--- config.mk ---
export PLATFORM = sky130hd
export DESIGN_NAME = regbank_mp
export DESIGN_NICKNAME = d
export VERILOG_FILES = /design/src/rtl/regbank_pkg.sv /design/src/rtl/regbank_scoreboard.sv /design/src/rtl/regbank_mp.sv
export SDC_FILE = /design/constraint.sdc
export NUM_CORES = 1
export LEC_CHECK = 0
export CAP_MARGIN = 40
export CORE_UTILIZATION = 30
export DETAILED_ROUTE_END_ITERATION = 8
export GPL_TIMING_DRIVEN = 0
export SLEW_MARGIN = 30
export SYNTH_ARGS = -nofsm -noshare
export SYNTH_HDL_FRONTEND = slang
export SYNTH_SLANG_ARGS = --single-unit
--- constraint.sdc ---
create_clock -name clk -period 6.15 [get_ports clk]
set_clock_uncertainty 0.2 [all_clocks]
set_input_delay 1.23 -clock clk [delete_from_list [all_inputs] [get_ports clk]]
set_output_delay 1.23 -clock clk [all_outputs]
set_load 0.005 [all_outputs]
--- src/rtl/regbank_pkg.sv ---
// Shared constants and helpers for the multi-port register bank.
// Package regbank_pkg: zero-register index, SP defaults, address-valid check.
package regbank_pkg;

   localparam int unsigned ZERO_IDX     = 0;
   localparam int unsigned SP_IDX_DEF   = 16;
   localparam int unsigned SP_RESET_DEF = 1023;

   // An address names a real, writable entry: not the zero register, inside the bank.
   function automatic logic addr_valid(input int unsigned addr, input int unsigned num_regs);
      return (addr != ZERO_IDX) && (addr < num_regs);
   endfunction

endpackage

--- src/rtl/regbank_scoreboard.sv ---
// Per-register busy scoreboard for multi-cycle producers.
// An issue sets the destination bit, a write clears it; a same-cycle issue
// and write to one register leave it set, since the newer producer is still
// outstanding. Bit 0 never sets.
module regbank_scoreboard
   import regbank_pkg::*;
#(
   parameter int unsigned NUM_REGS = 17,
   parameter int unsigned AW       = 5
) (
   input  logic                clk,
   input  logic                rst_n,
   input  logic                iss_valid,
   input  logic [AW-1:0]       iss_addr,
   input  logic                we,
   input  logic [AW-1:0]       wr_addr,
   output logic [NUM_REGS-1:0] busy
);

   logic [NUM_REGS-1:0] busy_q;
   logic [NUM_REGS-1:0] busy_d;
   logic                iss_ok;
   logic                clr_ok;

   assign iss_ok = iss_valid && addr_valid(32'(iss_addr), NUM_REGS);
   assign clr_ok = we && addr_valid(32'(wr_addr), NUM_REGS);

   // Next busy vector: clear on write first, then set on issue so the set wins.
   always_comb begin
      // NOTE: every bit gets its hold value before the conditional updates, so no latch is inferred.
      busy_d = busy_q;
      for (int unsigned r = 1; r < NUM_REGS; r++) begin
         if (clr_ok && (wr_addr == AW'(r))) busy_d[r] = 1'b0;
         if (iss_ok && (iss_addr == AW'(r))) busy_d[r] = 1'b1;
      end
      busy_d[0] = 1'b0;
   end

   // Busy state register; reset clears every outstanding producer.
   always_ff @(posedge clk or negedge rst_n) begin
      if (!rst_n) busy_q <= '0;
      else        busy_q <= busy_d;
   end

   assign busy = busy_q;

endmodule

--- src/rtl/regbank_mp.sv ---
// Parametrised multi-port register bank: RD_PORTS combinational read ports,
// one synchronous write port, hardwired zero register, SP entry with a reset
// value, busy scoreboard and a registered debug tap.
// Optional feature: define REGBANK_BYPASS_EN to forward the same-cycle write
// to all read ports and mask rd_busy for the register being written.
module regbank_mp
   import regbank_pkg::*;
#(
   parameter int unsigned DATA_W   = 32,
   parameter int unsigned NUM_REGS = 17,
   parameter int unsigned RD_PORTS = 2,
   parameter int unsigned AW       = 5,
   parameter int unsigned SP_IDX   = SP_IDX_DEF,
   parameter int unsigned SP_RESET = SP_RESET_DEF,
   parameter int unsigned DBG_IDX  = 11,
   parameter int unsigned DBG_W    = 16
) (
   input  logic                       clk,
   input  logic                       rst_n,
   input  logic [RD_PORTS*AW-1:0]     rd_addr,
   output logic [RD_PORTS*DATA_W-1:0] rd_data,
   output logic [RD_PORTS-1:0]        rd_busy,
   input  logic                       we,
   input  logic [AW-1:0]              wr_addr,
   input  logic [DATA_W-1:0]          wr_data,
   input  logic                       iss_valid,
   input  logic [AW-1:0]              iss_addr,
   output logic [NUM_REGS-1:0]        busy,
   output logic [DBG_W-1:0]           dbg_out
);

   // Entry 0 is hardwired to zero and has no storage.
   logic [DATA_W-1:0] mem_q [1:NUM_REGS-1];
   logic [DBG_W-1:0]  dbg_q;
   logic              wr_ok;

   assign wr_ok = we && addr_valid(32'(wr_addr), NUM_REGS);

   regbank_scoreboard #(
      .NUM_REGS (NUM_REGS),
      .AW       (AW)
   ) u_scoreboard (
      .clk       (clk),
      .rst_n     (rst_n),
      .iss_valid (iss_valid),
      .iss_addr  (iss_addr),
      .we        (we),
      .wr_addr   (wr_addr),
      .busy      (busy)
   );

   // Storage array: async reset to zero except SP, then one write per cycle.
   always_ff @(posedge clk or negedge rst_n) begin
      if (!rst_n) begin
         // NOTE: the bank is built from flops and must come out of reset with known SP, so every entry is reset.
         for (int unsigned r = 1; r < NUM_REGS; r++)
            mem_q[r] <= (r == SP_IDX) ? DATA_W'(SP_RESET) : '0;
      end else begin
         for (int unsigned r = 1; r < NUM_REGS; r++)
            // NOTE: state is updated with <= so every flop samples pre-edge values.
            if (wr_ok && (wr_addr == AW'(r))) mem_q[r] <= wr_data;
      end
   end

   // Read muxes: zero and out-of-range addresses return 0 and not busy.
   always_comb begin
      rd_data = '0;
      rd_busy = '0;
      for (int unsigned p = 0; p < RD_PORTS; p++) begin
         for (int unsigned r = 1; r < NUM_REGS; r++) begin
            if (rd_addr[p*AW +: AW] == AW'(r)) begin
               rd_data[p*DATA_W +: DATA_W] = mem_q[r];
               rd_busy[p]                  = busy[r];
            end
         end
`ifdef REGBANK_BYPASS_EN
         if (wr_ok && (rd_addr[p*AW +: AW] == wr_addr)) begin
            rd_data[p*DATA_W +: DATA_W] = wr_data;
            rd_busy[p]                  = 1'b0;
         end
`endif
      end
   end

   // Debug tap: capture the low bits of writes to DBG_IDX, hold otherwise.
   always_ff @(posedge clk or negedge rst_n) begin
      if (!rst_n)                                   dbg_q <= '0;
      else if (wr_ok && (wr_addr == AW'(DBG_IDX)))  dbg_q <= wr_data[DBG_W-1:0];
   end

   assign dbg_out = dbg_q;

endmodule
==> results.txt <==
The wire length per cell came out at between 30 and 40 µm. The flow ran to the end, but the final reports show violations. The worst register-to-register path ends at mem_q[174]$_DFFE_PN0P_. The checks that failed: negative setup slack. The shortest period the worst path allows is 6.246 ns. The congestion estimate from routability-driven global placement came to ~1.1. After synthesis, the largest family of logic cells by area is multiplexers. After floorplanning, the core was divided into 114 placement rows. The number of clock sinks came out at 528.

The flip-flop and latch count after synthesis is between 500 and 600. The multi-input combinational cells in the finished layout cover a total of about 15,000 µm². The number of detailed-routing iterations run before antenna repair is 8. The netlist area before placement is 29,530 µm². The pin count of the biggest net entering global routing came out at between 80 and 90. The number of global-route vias before repair came out at 27,000. The first global-routing pass estimated roughly 230,000 µm of wire. By area the synthesized netlist is led by sky130_fd_sc_hd__dfrtp_1 44%, sky130_fd_sc_hd__mux2_2 20%, sky130_fd_sc_hd__o21ai_0 4.2%.

Among all cell types in the netlist, the one instantiated most often is sky130_fd_sc_hd__mux2_2. The xor-xnor portion of the synthesized cell area is 0. In the routed layout, each cell is associated on average with a via count of 6.438. The final-report hold violation count came to 0. The routed design has ~170,000 µm of wire.

Based on the critical path, the design can be clocked at up to 0.1601 GHz. The adder and majority cell fraction of the synthesized area is 0. In the final design database the tool counted 3,146 nets. The length in cells of the worst reg-to-reg path came out at 1.

The relative slew slack came out at 0.3603. Counting stages on the worst path, the most repeated cell is sky130_fd_sc_hd__buf_4. The tightest min-delay check is of the input port to async pin type. After detailed routing, the number of remaining DRC violations is 0. The maximum count of clock buffers along a single path came out at 3.

The register area is between 10,000 and 15,000 µm². The standard cell core area came out at 97,140 µm². The number of placed instances, taps included came out at between 4,000 and 5,000. Summed over all cells, the static leakage comes to roughly 15 nW. The area growth from synthesis to layout is 21.43%.

The synthesis warning total came out at 0. By count the netlist is led by 519 x sky130_fd_sc_hd__mux2_2, 518 x sky130_fd_sc_hd__dfrtp_1, 247 x sky130_fd_sc_hd__o21ai_0, 184 x sky130_fd_sc_hd__a21oi_1, 167 x sky130_fd_sc_hd__nor2_1. sky130_fd_sc_hd__dfrtp_1 takes more of the synthesized area than any other cell. The post-synthesis sequential area ratio came out at 0.4478. The smallest hold slack came out at approximately 0.27 ns. The number of nets still failing antenna checks after routing came out at 0. In the synthesized netlist the async set-or-reset flop fraction comes to 1.000.

The count of H-tree levels built during CTS is 2. The total number of vias came out at 28,430. Excluding fillers, the count of instances in the completed layout stands at 4,416. The flop-to-flop setup slack came out at approximately 5 ns. The transition time at the pin with the least slew margin is between 0.9 and 1 ns. The cell class contributing the biggest share of worst-path delay is buffers and inverters.

Setup repair after global routing could not meet its margin everywhere. The cell count after synthesis is roughly 2,800. The signal arrival time at the worst endpoint came out at ~4.8 ns. The initial antenna violation count came out at 8. The launch point of the worst reg-to-reg path is mem_q[174]$_DFFE_PN0P_. 155 I/O pins were placed. The critical path's largest stage delay came out at around 0.60 ns.

The placed wire-length estimate is ~120,000 µm. The total of fill cells in the finished design came out at between 9,000 and 10,000. The cell with the largest stage delay on the worst path is sky130_fd_sc_hd__clkdlybuf4s50_1.

Measured against the total synthesized area, the mux share comes to 0.2087. The share of the synthesized area in compound gates (AO/OA/AOI/OAI) came out at 0.2012. The final critical-path setup slack came out at -0.09607 ns. In the synthesized netlist the dominant register cell turns out to be sky130_fd_sc_hd__dfrtp_1. The worst setup slack before clock tree synthesis came out at -0.4866 ns. In this run the mean area of a mapped cell was roughly 10 µm². The initial core utilization came out at 0.3040. The floorplan die area came out at about 100,000 µm². The die height came out at about 320 µm. In the final layout, the share of cells above drive strength 1 is 0.3119. The insertion delay to the later sink of the worst-skew pair came out at ~0.64 ns.

Setup violations remaining at the end of the flow were counted as 12. The number of different library cells in the post-synthesis netlist came out at 93. The remaining global-route overflow is 0.

The clock tree from TritonCTS is built. The number of buffers added by the clock tree synthesis step is just under 60. The synthesized-area fraction occupied by and/or/nand/nor cells came out at 0.09427. The launching element type of the critical path is an input port.

The max-slew violation total from the final report is 0. The data required time of the worst path is approximately 4.7 ns. The top cell type's share of synthesized area came out at 0.4389. The violation count after the first detailed-route iteration is around 4,100. The critical setup path kind is input port to output pin. The post-layout total power is around 0.011 W. The net count after synthesis came out at approximately 2,900. The largest fanout on the critical path is 10. Input and output buffers added on the ports amount to ~150. Clock-pin slew was measured on the worst setup and hold paths at ~0.06 ns. The number of synthesized flops with an enable pin is 0. Power spread over the standard cell area amounts to 301.0 nW/µm². The endpoint class of the critical path is an output pin. The max-cap violation count is 0. Buffers inserted to repair hold after CTS numbered 0. The worst-case vdd ir drop came out at around 240 µV. In the global route stage, overall resource usage came out at 0.3271. The buffers plus inverters on the worst setup path is 6. Of the available clock period, the critical path in the final layout requires 1.016. The tree is rooted in a sky130_fd_sc_hd__clkbuf_16. The number of stages on the worst setup path came out at 12.

The chip width came out at ~320 µm. Traced cell by cell, the critical path runs through clkdlybuf4s50_1, buf_6, buf_4, buf_4, buf_4, a21oi_1, nor3_2, o21ai_1, nand4_1, o2111ai_1, a21oi_1, clkdlybuf4s50_1.
==> per-stage QoR <==
stage                       util  area [µm²]   TNS (ns)
after CTS                 0.3667       35620   -0.02292
after global routing      0.3691       35850  -0.005380
after detailed placement  0.3436       33370     -11.43
after floorplan                -       29530          0
after global placement    0.3360       32640          -
final                     0.3692       35860    -0.4324
==> where the power goes <==
group          leakage (nW)  internal [W]  switching, W
combinational          7.34      0.000988       0.00105
sequential             6.71       0.00417      0.000736
clock                  1.02       0.00224       0.00162
total                  15.1       0.00739       0.00340
==> metal layers <==
metal	global-route usage	share of wire
met1	0.4199	0.38
met4	0.2206	0.080
met3	0.1108	0.12
met2	0.4629	0.41
met5	0	0.00030
==> placed cells by master (no fill, tap or decap), types with 30 or more instances in the layout <==
| cell | Yosys | layout |
|---|---|---|
| sky130_fd_sc_hd__mux2_2 | 519 | 519 |
| sky130_fd_sc_hd__buf_2 | 82 | 80 |
| sky130_fd_sc_hd__a21oi_1 | 184 | 172 |
| sky130_fd_sc_hd__o21ai_0 | 247 | 247 |
| sky130_fd_sc_hd__nand2_1 | 139 | 134 |
| sky130_fd_sc_hd__buf_6 | 14 | 46 |
| sky130_fd_sc_hd__o22ai_1 | 77 | 77 |
| sky130_fd_sc_hd__buf_4 | 35 | 69 |
| sky130_fd_sc_hd__dfrtp_1 | 518 | 518 |
| sky130_fd_sc_hd__clkbuf_1 | 104 | 87 |
| sky130_fd_sc_hd__o21ai_1 | 43 | 35 |
| sky130_fd_sc_hd__a22oi_1 | 95 | 94 |
| sky130_fd_sc_hd__clkbuf_16 | 0 | 59 |
| sky130_fd_sc_hd__clkdlybuf4s50_1 | 0 | 147 |
| sky130_fd_sc_hd__nor2_1 | 167 | 158 |
| sky130_fd_sc_hd__o221ai_1 | 35 | 35 |
| sky130_fd_sc_hd__nor3_1 | 33 | 30 |
| sky130_fd_sc_hd__nand3_1 | 40 | 37 |
==> logic make-up after synthesis <==
family	count (synthesis)
other	1
buffers and inverters	286
flip-flops	528
AO/OA/AOI/OAI	916
AND/OR/NAND/NOR	539
multiplexers	547
==> registers in the layout (all words and copies together) (netlist names) <==
register	count
mem_q	512
u_scoreboard.busy	16
==> worst max-delay path by stage <==
stage | start | to | slack, ns
after detailed placement | rd_addr[8] | rd_data[61] | -0.49
after floorplan | rd_addr[7] | rd_data[61] | 2.04
after global routing | rd_addr[3] | rd_data[8] | -0.005
final | rd_addr[6] | rd_data[61] | -0.1
after CTS | rd_addr[3] | rd_data[23] | -0.02
after global placement | rst_n | mem_q[374]$_DFFE_PN0P_ | -21.03
==> layout make-up <==
type | count | share of cell area
flip-flops and latches | 528 | 0.3688
diodes | 4 | 0.0002791
clock buffers | 83 | 0.04787
repair buffers | 215 | 0.06385
clock inverters | 24 | 0.009664
well taps | 1276 | 0.04452
inverters | 21 | 0.002198
plain buffers | 262 | 0.03963
multi-input cells | 2003 | 0.4232
==> what timing repair did <==
item / 4_1_cts / 5_1_grt
pin swaps: 5 / 4
setup endpoints to repair: 56 / 39
buffers inserted: 6 / 5
gates resized for setup: 49 / 46
endpoints found under the hold margin: 0 / 0
No activity file was read; power rests on OpenSTA's default activity.
==> RTL edit, RTL diff (config.mk and constraints unchanged) <==
Change the parameter `DBG_W` from 16 to 14.
--- a/src/rtl/regbank_mp.sv
+++ b/src/rtl/regbank_mp.sv
@@ -13,7 +13,7 @@
    parameter int unsigned SP_IDX   = SP_IDX_DEF,
    parameter int unsigned SP_RESET = SP_RESET_DEF,
    parameter int unsigned DBG_IDX  = 11,
-   parameter int unsigned DBG_W    = 16
+   parameter int unsigned DBG_W    = 14
 ) (
    input  logic                       clk,
    input  logic                       rst_n,
Ports: changed (resized dbg_out); port bits go from 155 to 153. No check against the original RTL was run, so the function may have changed too.
==> RTL edit against the original RTL <==
  * The run ends with design-rule violations, negative setup slack left
  * Die area hardly changed
  * Synthesized area about the same
  * Maximum frequency barely moved
  * Routed wire length shrank 5.8%
  * Total power decreased by 3.8%
  * Cell area is 1.4% lower
  * Register-to-register slack gained 30 ps
  * Setup slack worse by 0.97 ps
  * Synthesized cell count is essentially flat
  * Non-clock buffer count decreased by 17
  * Sequential cell count unchanged
  * Critical path type unchanged
  * Largest cell class unchanged
==> RTL edit: results (changes against the original RTL) <==
INFO  outcome        violations=design-rule violations, negative setup slack
INFO  grt            grt_use_met3=11.0% [-0.066 points]
INFO  grt            wire_length_of_the_first_global_routing_pass=216000um [-4.3%]
INFO  timing         finalSetupTns=-915ps [-482 ps]
INFO  place          io_buffer_count=149 [-1.3%]
INFO  timing         finalWorstSetupSlack=-97.0ps [-0.972 ps]
INFO  layout         finish.cell_count_without_fillers=4400 [-0.36%]
INFO  timing         finalSetupViolations=22 [+10]
INFO  clock_network  numCtsBuffers=56 [-5.1%]
INFO  drt            drt_pass1_iterations=9 [+1]
INFO  drt            wl_met1=58500um [-8.8%]
INFO  logic_synthesis synth.mux.area_fraction=20.9% [about the same]
INFO  drt            detail_route.iter0.violations=4664 [+13%]
INFO  layout         drive_above_1_share=30.1% [-1.1 points]
INFO  power_and_ir_drop p_seq_share=47.2% [+1.8 points]
INFO  power_and_ir_drop power_combinational=1.99mW [-2%]
INFO  layout         layout.nets=3126 [-0.64%]
INFO  power_and_ir_drop ir_worst_vdd=0.212mV [-13%]
INFO  place          instance_count_after_placement_with_tap_cells_included=4275 [-0.42%]
INFO  drt            detail_route.drc_violations=4 [+4]
INFO  logic_synthesis seq_area_frac_synth=44.8% [about the same]
INFO  outcome        outcome=finished, violations left
INFO  drt            routedWlPerCell=35.7um [-5.5%]
INFO  logic_synthesis area_fraction_in_compound_gates_after_synthesis=20.1% [about the same]
INFO  drt            met3RoutedLength=21100um [+1.3%]
INFO  place          final_weighted_congestion_of_routability_driven_global_placement=1.11 [+6.0%]
INFO  grt            grt_util_all_layers=30.8% [-1.9 points]
INFO  timing         timing_worst_slew_pin_value=954ps [-5.10 ps]
INFO  place          worst_slack_after_detailed_placement=-379ps [+107 ps]
INFO  logic_synthesis synth_top_cells_by_area=dfrtp_1, mux2_2, o21ai_0, a21oi_1, a22oi_1
INFO  power_and_ir_drop cellLeakagePower=14.8nW [-1.7%]
INFO  drt            route.detailed.vias_per_inst=6.52 [+1.3%]
INFO  grt            grt_pass1_vias=26800 [-0.69%]
==> RTL edit: changes by cell type after synthesis <==
cell      before  now
buf_2         82   84
buf_4         35   30
buf_1         28   29
buf_6         14   16
clkbuf_1     104  102
==> RTL edit: area by class of cell <==
cell class                 count  area [um2]  share of cell area [%]
buffer                       261        1400                    3.96
inverter                      21        78.8                   0.223
timing repair buffer         199        2090                    5.91
clock inverter                17         159                   0.450
sequential                   528       13200                    37.4
tap                         1276        1600                    4.52
multi-input combinational   2003       15100                    42.7
clock buffer                  87        1680                    4.75
antenna                        8        20.0                  0.0566
==> RTL edit: timing repair <==
action	4_1_cts	5_1_grt
gates cloned	0	0
gates resized for setup	38	36
pin swaps	4	5
setup buffers	7	4
endpoints found under the setup margin	53	37
==> RTL edit: worst paths after layout <==
path	depth (start not counted)	end	slack [ps]	start
max	9	rd_data[53]	-100	rd_addr[8]
min	1	mem_q[214]$_DFFE_PN0P_	330	mem_q[214]$_DFFE_PN0P_
max reg2reg	1	mem_q[314]$_DFFE_PN0P_	5020	mem_q[314]$_DFFE_PN0P_
min reg2reg	1	mem_q[214]$_DFFE_PN0P_	330	mem_q[214]$_DFFE_PN0P_
max in group asynchronous	3	mem_q[332]$_DFFE_PN0P_	4140	rst_n
min in group asynchronous	1	mem_q[173]$_DFFE_PN0P_	350	rst_n
==> RTL edit: logic make-up after synthesis <==
| kind of cell | count (synthesis) |
|---|---|
| AND/OR/NAND/NOR | 539 |
| AO/OA/AOI/OAI | 916 |
| buffers and inverters | 284 |
| multiplexers | 547 |
| flip-flops | 528 |
| other | 1 |
==> RTL edit: worst max-delay path, cell delays in order <==
cell and delay, ps:
clkdlybuf4s50_1 610, buf_4 300, and4b_1 360, nand2_2 370, buf_4 340, buf_2 460, o22ai_1 150, a21oi_1 360
clkdlybuf4s50_1 600
